$ cat src/rtl/mem_rd_pkg.sv
// Shared types and constants for the load read port.
package mem_rd_pkg;

    typedef enum logic [1:0] {
        IDLE = 2'd0,
        WAIT = 2'd1,
        RESP = 2'd2
    } state_t;

    localparam int WORD_BYTES = 2;
    localparam int BYTE_W     = 8;

    function automatic int cnt_width(input int lat);
        return $clog2(lat + 1);
    endfunction

endpackage

$ cat src/rtl/load_extend.sv
// Selects and extends the loaded byte, or passes the full word through.
module load_extend
    import mem_rd_pkg::*;
#(
    parameter int N = 16
) (
    input  logic [N-1:0] rdata_i,
    input  logic         lsb_i,
    input  logic         byte_i,
    input  logic         signed_i,
    output logic [N-1:0] data_o
);

    logic [BYTE_W-1:0] b;
    logic              ext;

    always_comb begin
        b      = lsb_i ? rdata_i[WORD_BYTES*BYTE_W-1:BYTE_W]
                       : rdata_i[BYTE_W-1:0];
        ext    = signed_i & b[BYTE_W-1];
        data_o = rdata_i;
        if (byte_i) begin
            data_o = {{(N-BYTE_W){ext}}, b};
        end
    end

endmodule

$ cat src/rtl/mem_read_port.sv
// Load port: issues one memory read, waits LATENCY cycles,
// formats the returned word and holds it until the core accepts it.
module mem_read_port
    import mem_rd_pkg::*;
#(
    parameter int N       = 16,
    parameter int A       = 16,
    parameter int LATENCY = 2
) (
    input  logic         clk,
    input  logic         reset,
    input  logic         req_valid,
    output logic         req_ready,
    input  logic [A-1:0] req_addr,
    input  logic         req_byte,
    input  logic         req_signed,
    output logic         mem_re,
    output logic [A-1:0] mem_addr,
    input  logic [N-1:0] mem_rdata,
    output logic         rsp_valid,
    input  logic         rsp_ready,
    output logic [N-1:0] rsp_data,
    output logic         rsp_err,
    output logic         busy
);

    localparam int CW = cnt_width(LATENCY);

    state_t          state_q;
    logic [CW-1:0]   cnt_q;
    logic            lsb_q;
    logic            byte_q;
    logic            sgn_q;
    logic            mem_re_q;
    logic [A-1:0]    mem_addr_q;
    logic            rsp_valid_q;
    logic [N-1:0]    rsp_data_q;
    logic            rsp_err_q;
    logic [N-1:0]    fmt_d;

    load_extend #(.N(N)) u_ext (
        .rdata_i  (mem_rdata),
        .lsb_i    (lsb_q),
        .byte_i   (byte_q),
        .signed_i (sgn_q),
        .data_o   (fmt_d)
    );

    always_ff @(posedge clk) begin
        if (!reset) begin
            state_q     <= IDLE;
            cnt_q       <= '0;
            lsb_q       <= 1'b0;
            byte_q      <= 1'b0;
            sgn_q       <= 1'b0;
            mem_re_q    <= 1'b0;
            mem_addr_q  <= '0;
            rsp_valid_q <= 1'b0;
            rsp_data_q  <= '0;
            rsp_err_q   <= 1'b0;
        end else begin
            mem_re_q <= 1'b0;
            unique case (state_q)
                IDLE: begin
                    if (req_valid) begin
                        lsb_q  <= req_addr[0];
                        byte_q <= req_byte;
                        sgn_q  <= req_signed;
                        // misaligned word: answer with an error, no access
                        if (!req_byte && req_addr[0]) begin
                            state_q     <= RESP;
                            rsp_valid_q <= 1'b1;
                            rsp_err_q   <= 1'b1;
                            rsp_data_q  <= '0;
                        end else begin
                            state_q    <= WAIT;
                            mem_re_q   <= 1'b1;
                            mem_addr_q <= {req_addr[A-1:1], 1'b0};
                            cnt_q      <= CW'(LATENCY);
                        end
                    end
                end
                WAIT: begin
                    if (cnt_q == '0) begin
                        state_q     <= RESP;
                        rsp_valid_q <= 1'b1;
                        rsp_err_q   <= 1'b0;
                        rsp_data_q  <= fmt_d;
                    end else begin
                        cnt_q <= cnt_q - CW'(1);
                    end
                end
                RESP: begin
                    if (rsp_ready) begin
                        state_q     <= IDLE;
                        rsp_valid_q <= 1'b0;
                    end
                end
                default: state_q <= IDLE;
            endcase
        end
    end

    assign req_ready = (state_q == IDLE);
    assign busy      = (state_q != IDLE);
    assign mem_re    = mem_re_q;
    assign mem_addr  = mem_addr_q;
    assign rsp_valid = rsp_valid_q;
    assign rsp_data  = rsp_data_q;
    assign rsp_err   = rsp_err_q;

endmodule

$ cat config.mk
export PLATFORM = sky130hd
export DESIGN_NAME = mem_read_port
export DESIGN_NICKNAME = d
export VERILOG_FILES = /design/src/rtl/mem_rd_pkg.sv /design/src/rtl/load_extend.sv /design/src/rtl/mem_read_port.sv
export SDC_FILE = /design/constraint.sdc
export NUM_CORES = 1
export LEC_CHECK = 0
export ABC_AREA = 1
export CAP_MARGIN = 20
export CORE_UTILIZATION = 39
export CTS_BUF_LIST = sky130_fd_sc_hd__clkbuf_8
export CTS_CLUSTER_DIAMETER = 100
export DETAILED_ROUTE_END_ITERATION = 8
export PLACE_DENSITY = 0.82
export SLEW_MARGIN = 20
export SYNTH_ARGS = -nofsm -noshare
export SYNTH_HDL_FRONTEND = slang
export SYNTH_SLANG_ARGS = --single-unit
$ cat constraint.sdc
create_clock -name clk -period 1.25 [get_ports clk]
set_input_delay 0.1875 -clock clk [delete_from_list [all_inputs] [get_ports clk]]
set_output_delay 0.1875 -clock clk [all_outputs]
set_load 0.01 [all_outputs]
==> flow_summary.ini, run 1 <==
[pwr]
p_clk_share_pct = 28.4
ir_drop_v = 0.0006926
internal-power_uw = 2221
p_leak_uw = 0.001270
seq_power_share_pct = 46.2
pwr_density_cell_nw_per_um2 = 1106
p_switching_uw = 902.7
comb_power_share_pct = 25.4
swShare_pct = 28.90

[logic_synthesis]
syn_nets = 264
ys_seq_elements = 41
synthMuxAreaShare_pct = 0
syn-instance-count = 225
synth_cell_types = 25
synth_compound_area_share_pct = 16.40
yosys_warnings = 0
ys_seq_area_share_pct = 45.97
synth-adder-area-share_pct = 0.7008
synth.avg_cell_area_sq_um = 7.935
synthXorXnorAreaFrac_pct = 0
synth_top_family_by_area = simple AND/OR/NAND/NOR gates
yosys.area_share.simple_pct = 29.64
syn_area_sq_um = 1785

[drt]
vias_per_cell = 4.902
vias = 1809
drc = 0
wl_per_cell_um = 12.90
postRouteAntennaNets = 0
drt-initial-drc-count = 141
dr.pass1.iters = 4
wirelength_um = 4760

[clocking]
cts.htree.levels = 2
clock-sinks = 41
clk_pin_slew_worst_paths_ns = 0.08
cts_made_buffers = 5
clkLatencyLatePin_ns = 0.30
cts.root.buffer_cell = clkbuf_8
ctsHoldBuffers = 0
cts_buffer_depth = 2
tritoncts = yes

[floorplan]
die_area_sq_um = 4853
io_pins = 75
die_w_um = 69.66
core.rowCount = 24
initial_core_util_pct = 40.72
core_area_sq_um = 4384
fp.dieH_um = 69.66

[timing]
timing.fmax_mhz = 821.9
fin_crit_ns = 1.217
clock_skew_ns = 0.005492
setup_viol = 0
slew_violations = 0
rsz0062_at_grt = true
final.setup.worst_slack_ns = 0.03332
hold_violations = 0
finalSetupTns_ns = 0
fin_crit_sh_pct = 97.33

[layout]
postLayoutCoreUtil_pct = 64.44
layout_commonest_cell = nand2_1
diodes = 0
final_cell_mix = nand2_1 (47), dfxtp_1 (38), clkdlybuf4s50_1 (37), dlygate4sd2_1 (34), a21oi_1 (23)
drive_gt1_share_pct = 24.29
final_nets = 356
fin_area_sq_um = 2825
final_cell_count_no_fill = 369
syn2layout_area_growth_pct = 58.23

[run_status]
status = finished, final reports clean

[placement]
dp.cells = 357
place_area_sq_um = 2663
preCtsSetupSlack_ns = -0.2393
port_buffers = 73
gp_congestion = 0.8048
dp_hpwl_um = 3268

[grt]
grt_max_degree = 20
met2_usage_pct = 33.23
grt_pass1_wl_um = 7810
met3_usage_pct = 6.105
grt_pass1_vias = 1688
top_usage_layer = met2
met1_usage_pct = 24.73
antenna_found_initial = 0
grt_overflow = 0
grtUsageTotal_pct = 20.21

[critical_path]
slowest_delay_ns = 0.35
crit_arrival_ns = 1.40
critPathLaunchType = flop
crit_top_cell = nor2_1
critPathCaptureType = flop
slowest_stage = dfxtp_2
crit_fanout = 4
crit_chain = inv_1 > nand2_1 > nor2_1 > nor2_1 > nor2_1 > nor2_1
required_ns = 1.44
critical_path_class = flop to flop

[hold_path]
min_path_type = input port to flop

[flow_run]
max-cap-violations = 0
## power groups by stage
stage	Clock (uW)	Combinational, uW	Sequential [uW]
final	886	795	1440
after global placement	0	746	1470
after detailed placement	0	763	1470
after global routing	959	864	1450
after CTS	895	745	1440
after floorplan	0	339	1500
## repair_timing
item,4_1_cts,5_1_grt
pin swaps,2,7
gates cloned,2,1
resized for setup,40,18
endpoints found under the setup margin,58,34
buffers inserted,0,2
## final timing paths
path                       startpoint                       end  slack [ns]  cells past startpoint
max           state_q[1]$_SDFFE_PN0P_     cnt_q[0]$_SDFFE_PN0P_        0.03                      6
min                       req_addr[2]  mem_addr[2]$_SDFFE_PN0P_        0.44                      3
max reg2reg   state_q[1]$_SDFFE_PN0P_     cnt_q[0]$_SDFFE_PN0P_        0.03                      6
min reg2reg  rsp_data[6]$_SDFFE_PN0P_  rsp_data[6]$_SDFFE_PN0P_        0.46                      2
## final cells by class
type	instances	area, sq um
clock buffer	6	82.58
multi-input combinational	162	929.6
fill	391	1559
inverter	16	65.06
sequential	41	824.5
tap	52	65.06
timing repair buffer	91	854.6
clock inverter	1	3.754
## synthesized netlist by cell type
library cell | count | area, sq um
buf_1 | 1 | 3.750
buf_12 | 1 | 20.02
a21oi_2 | 10 | 87.58
inv_1 | 14 | 52.55
nand3_4 | 2 | 35.03
o21ai_0 | 12 | 60.06
clkbuf_1 | 3 | 11.26
clkinv_1 | 1 | 3.750
buf_4 | 1 | 7.510
nand2_4 | 3 | 33.78
a21oi_1 | 26 | 130.1
nand2_1 | 49 | 183.9
inv_4 | 1 | 6.260
nand3b_1 | 1 | 7.510
or2_2 | 8 | 50.05
conb_1 | 1 | 3.750
o211ai_1 | 2 | 15.01
nor2_4 | 2 | 22.52
buf_6 | 1 | 11.26
ha_1 | 1 | 12.51
dfxtp_1 | 41 | 820.8
nand2_2 | 10 | 62.56
buf_2 | 2 | 10.01
nand3_1 | 11 | 55.05
nor2_1 | 21 | 78.83
## cells by family (layout without fill, tap and decap cells)
logic type,count (synthesis),in the layout
buffers and inverters,25,114
and+or+nand+nor,107,110
AOI/OAI and AO/OA,50,50
other,1,1
DFF,41,41
adders and majority gates,1,1
## flip-flops by register name, summed over array words and instances, names as in the netlist
signal,count
rsp_data,16
mem_addr,15
cnt_q,2
state_q,2
byte_q,1
lsb_q,1
mem_re,1
rsp_err,1
rsp_valid,1
sgn_q,1
## routing by layer
layer | up-vias | part of all wire, % | routed length, um
met2 | 83 | 47 | 2236
met5 | - | 0 | 0
li1 | 908 | - | -
met4 | 0 | 1.9 | 92
met1 | 809 | 42 | 1984
met3 | 9 | 9.4 | 447
## through the flow
stage,power [uW],hold slack [ns]
finish,3124,0.4416
global placement,2218,0.4380
detailed placement,2235,0.4560
CTS,3082,0.4355
floorplan,1840,0.3117
global route,3277,0.4477
## worst max-delay path, delay by kind of cell (launching register included)
family	cells	cell delay, ns
flip-flops	1	0.35
buffers and inverters	1	0.17
AND/OR/NAND/NOR	5	0.58
(Power assumes the default switching activity.)
==> inputs of run 2 (changes only) <==
SLEW_MARGIN = 10   (was 20)
==> results of run 2 <==
No change in the layout: final DEF, timing and power equal those of run 1.
==> inputs of run 3 (changes only) <==
REMOVE_ABC_BUFFERS = 1   (was unset)
==> run 3 against run 2 <==
The flow now finishes with violations (setup timing). Total power is 8.3% higher. Clock power is 22% higher. Maximum frequency is 5.2% lower. Routed wire length is 9.3% higher. Critical endpoint is now rsp_data[13]$_SDFFE_PN0P_. Largest power group unchanged. Highest routed layer unchanged.
==> flow_summary.ini, run 3 (same netlist as run 1, synthesis figures left out) <==
[floorplan]
core.rowCount = 24
die_area_sq_um = 4853
core_area_sq_um = 4384
fp.dieH_um = 69.66
io_pins = 75
die_w_um = 69.66
initial_core_util_pct = 40.72

[clocking]
tritoncts = yes
cts_buffer_depth = 2
clkLatencyLatePin_ns = 0.30
clock-sinks = 41
cts.root.buffer_cell = clkbuf_8
cts_made_buffers = 5
clk_pin_slew_worst_paths_ns = 0.08
cts.htree.levels = 2

[critical_path]
crit_chain = inv_1 > nand3_4 > nor2_4 > nand3_1 > a21oi_1
crit_arrival_ns = 1.51
required_ns = 1.47
crit_buf_inv = 1
critPathLaunchType = flop
critical_path_class = flop to flop
slowest_stage = dfxtp_4
critPathCaptureType = flop
slowest_delay_ns = 0.37
cpLargestDelayFamily = simple AND/OR/NAND/NOR gates
crit_fanout = 5

[flow_run]
max-cap-violations = 0

[placement]
port_buffers = 73
preCtsSetupSlack_ns = -0.2091
place_area_sq_um = 2648
gp_congestion = 0.7695
dp_hpwl_um = 3185

[drt]
wirelength_um = 5204
vias_per_cell = 5.051
wl_per_cell_um = 14.03
postRouteAntennaNets = 0
drt-initial-drc-count = 185
dr.pass1.iters = 4
drc = 0
vias = 1874

[grt]
met3_usage_pct = 8.285
grt_pass1_vias = 1774
top_usage_layer = met2
grt_pass1_wl_um = 7679
grt_overflow = 0
grtUsageTotal_pct = 19.98
met1_usage_pct = 20.76
antenna_found_initial = 0
met2_usage_pct = 36.03
grt_max_degree = 21

[timing]
slew_violations = 0
final.setup.worst_slack_ns = -0.03317
rsz0062_at_grt = true
fin_hold_ws_ns = 0.4429
fin_crit_sh_pct = 102.7
setup_viol = 2
clock_skew_ns = 0.005108
hold_violations = 0
fin_crit_ns = 1.283
timing.fmax_mhz = 779.3

[pwr]
seq_power_share_pct = 42.8
internal-power_uw = 2411
comb_power_share_pct = 25.5
p_leak_uw = 0.001294
p_clk_share_pct = 31.8
p_total_uw = 3384
pwr_density_cell_nw_per_um2 = 1137
swShare_pct = 28.74
ir_drop_v = 0.0006212
p_switching_uw = 972.5

[layout]
fin_area_sq_um = 2975
drive_gt1_share_pct = 33.86
diodes = 0
syn2layout_area_growth_pct = 66.64
final_cell_mix = dfxtp_1 (37), clkdlybuf4s50_1 (37), nand2_1 (34), dlygate4sd2_1 (34), nand2_2 (22)
final_nets = 357
postLayoutCoreUtil_pct = 67.87
largest_reg_flops = 16

[run_status]
violations = setup timing
status = complete, but fails checks

[hold_path]
min_path_type = input port to flop
==> run 3: metrics by stage <==
stage | cells | TNS, ns
finish | 371 | -0.04922
global route | 371 | -0.8936
CTS | 367 | 0
detailed placement | 355 | -5.648
global placement | 355 | -4.506
floorplan | 216 | -0.03652
==> run 3: layout make-up <==
cell class | instances | area [sq um]
clock buffer | 5 | 68.82
sequential | 41 | 828.3
tap | 52 | 65.06
multi-input combinational | 162 | 1031
fill | 353 | 1409
inverter | 16 | 65.06
timing repair buffer | 92 | 870.8
clock inverter | 3 | 46.29
==> run 3: worst reg2reg max path, stage by stage (launching register included) <==
cell and delay [ns]:
dfxtp_4 0.37, inv_1 0.16, nand3_4 0.19, nor2_4 0.22, nand3_1 0.11, a21oi_1 0.17
==> run 3: timing repair <==
item	in CTS	in global routing
resized for setup	46	48
setup endpoints to repair	53	22
setup buffers	1	3
cloned	3	1
pin swaps	4	14
hold buffers	0	0
==> run 3: power by group through the flow <==
stage,logic [uW],clock network (uW),registers [uW]
global placement,736,0,1470
CTS,748,1100,1440
detailed placement,747,0,1470
finish,861,1080,1450
global route,930,1160,1460
floorplan,304,0,1500
==> run 3: worst paths after layout <==
check                                             start                         to  slack, ns  cells after the start
worst min-delay path                        req_addr[1]   mem_addr[1]$_SDFFE_PN0P_       0.44                      3
worst min register to register   rsp_valid$_SDFFE_PN0P_     rsp_valid$_SDFFE_PN0P_       0.46                      2
worst max-delay path            state_q[1]$_SDFFE_PN0P_  rsp_data[13]$_SDFFE_PN0P_      -0.03                      5
worst max register to register  state_q[1]$_SDFFE_PN0P_  rsp_data[13]$_SDFFE_PN0P_      -0.03                      5
==> run 3: routing by layer <==
metal	vias up	wire, um
met5	-	0
met4	0	116
met3	11	432
met2	83	2620
met1	866	2034
li1	914	-
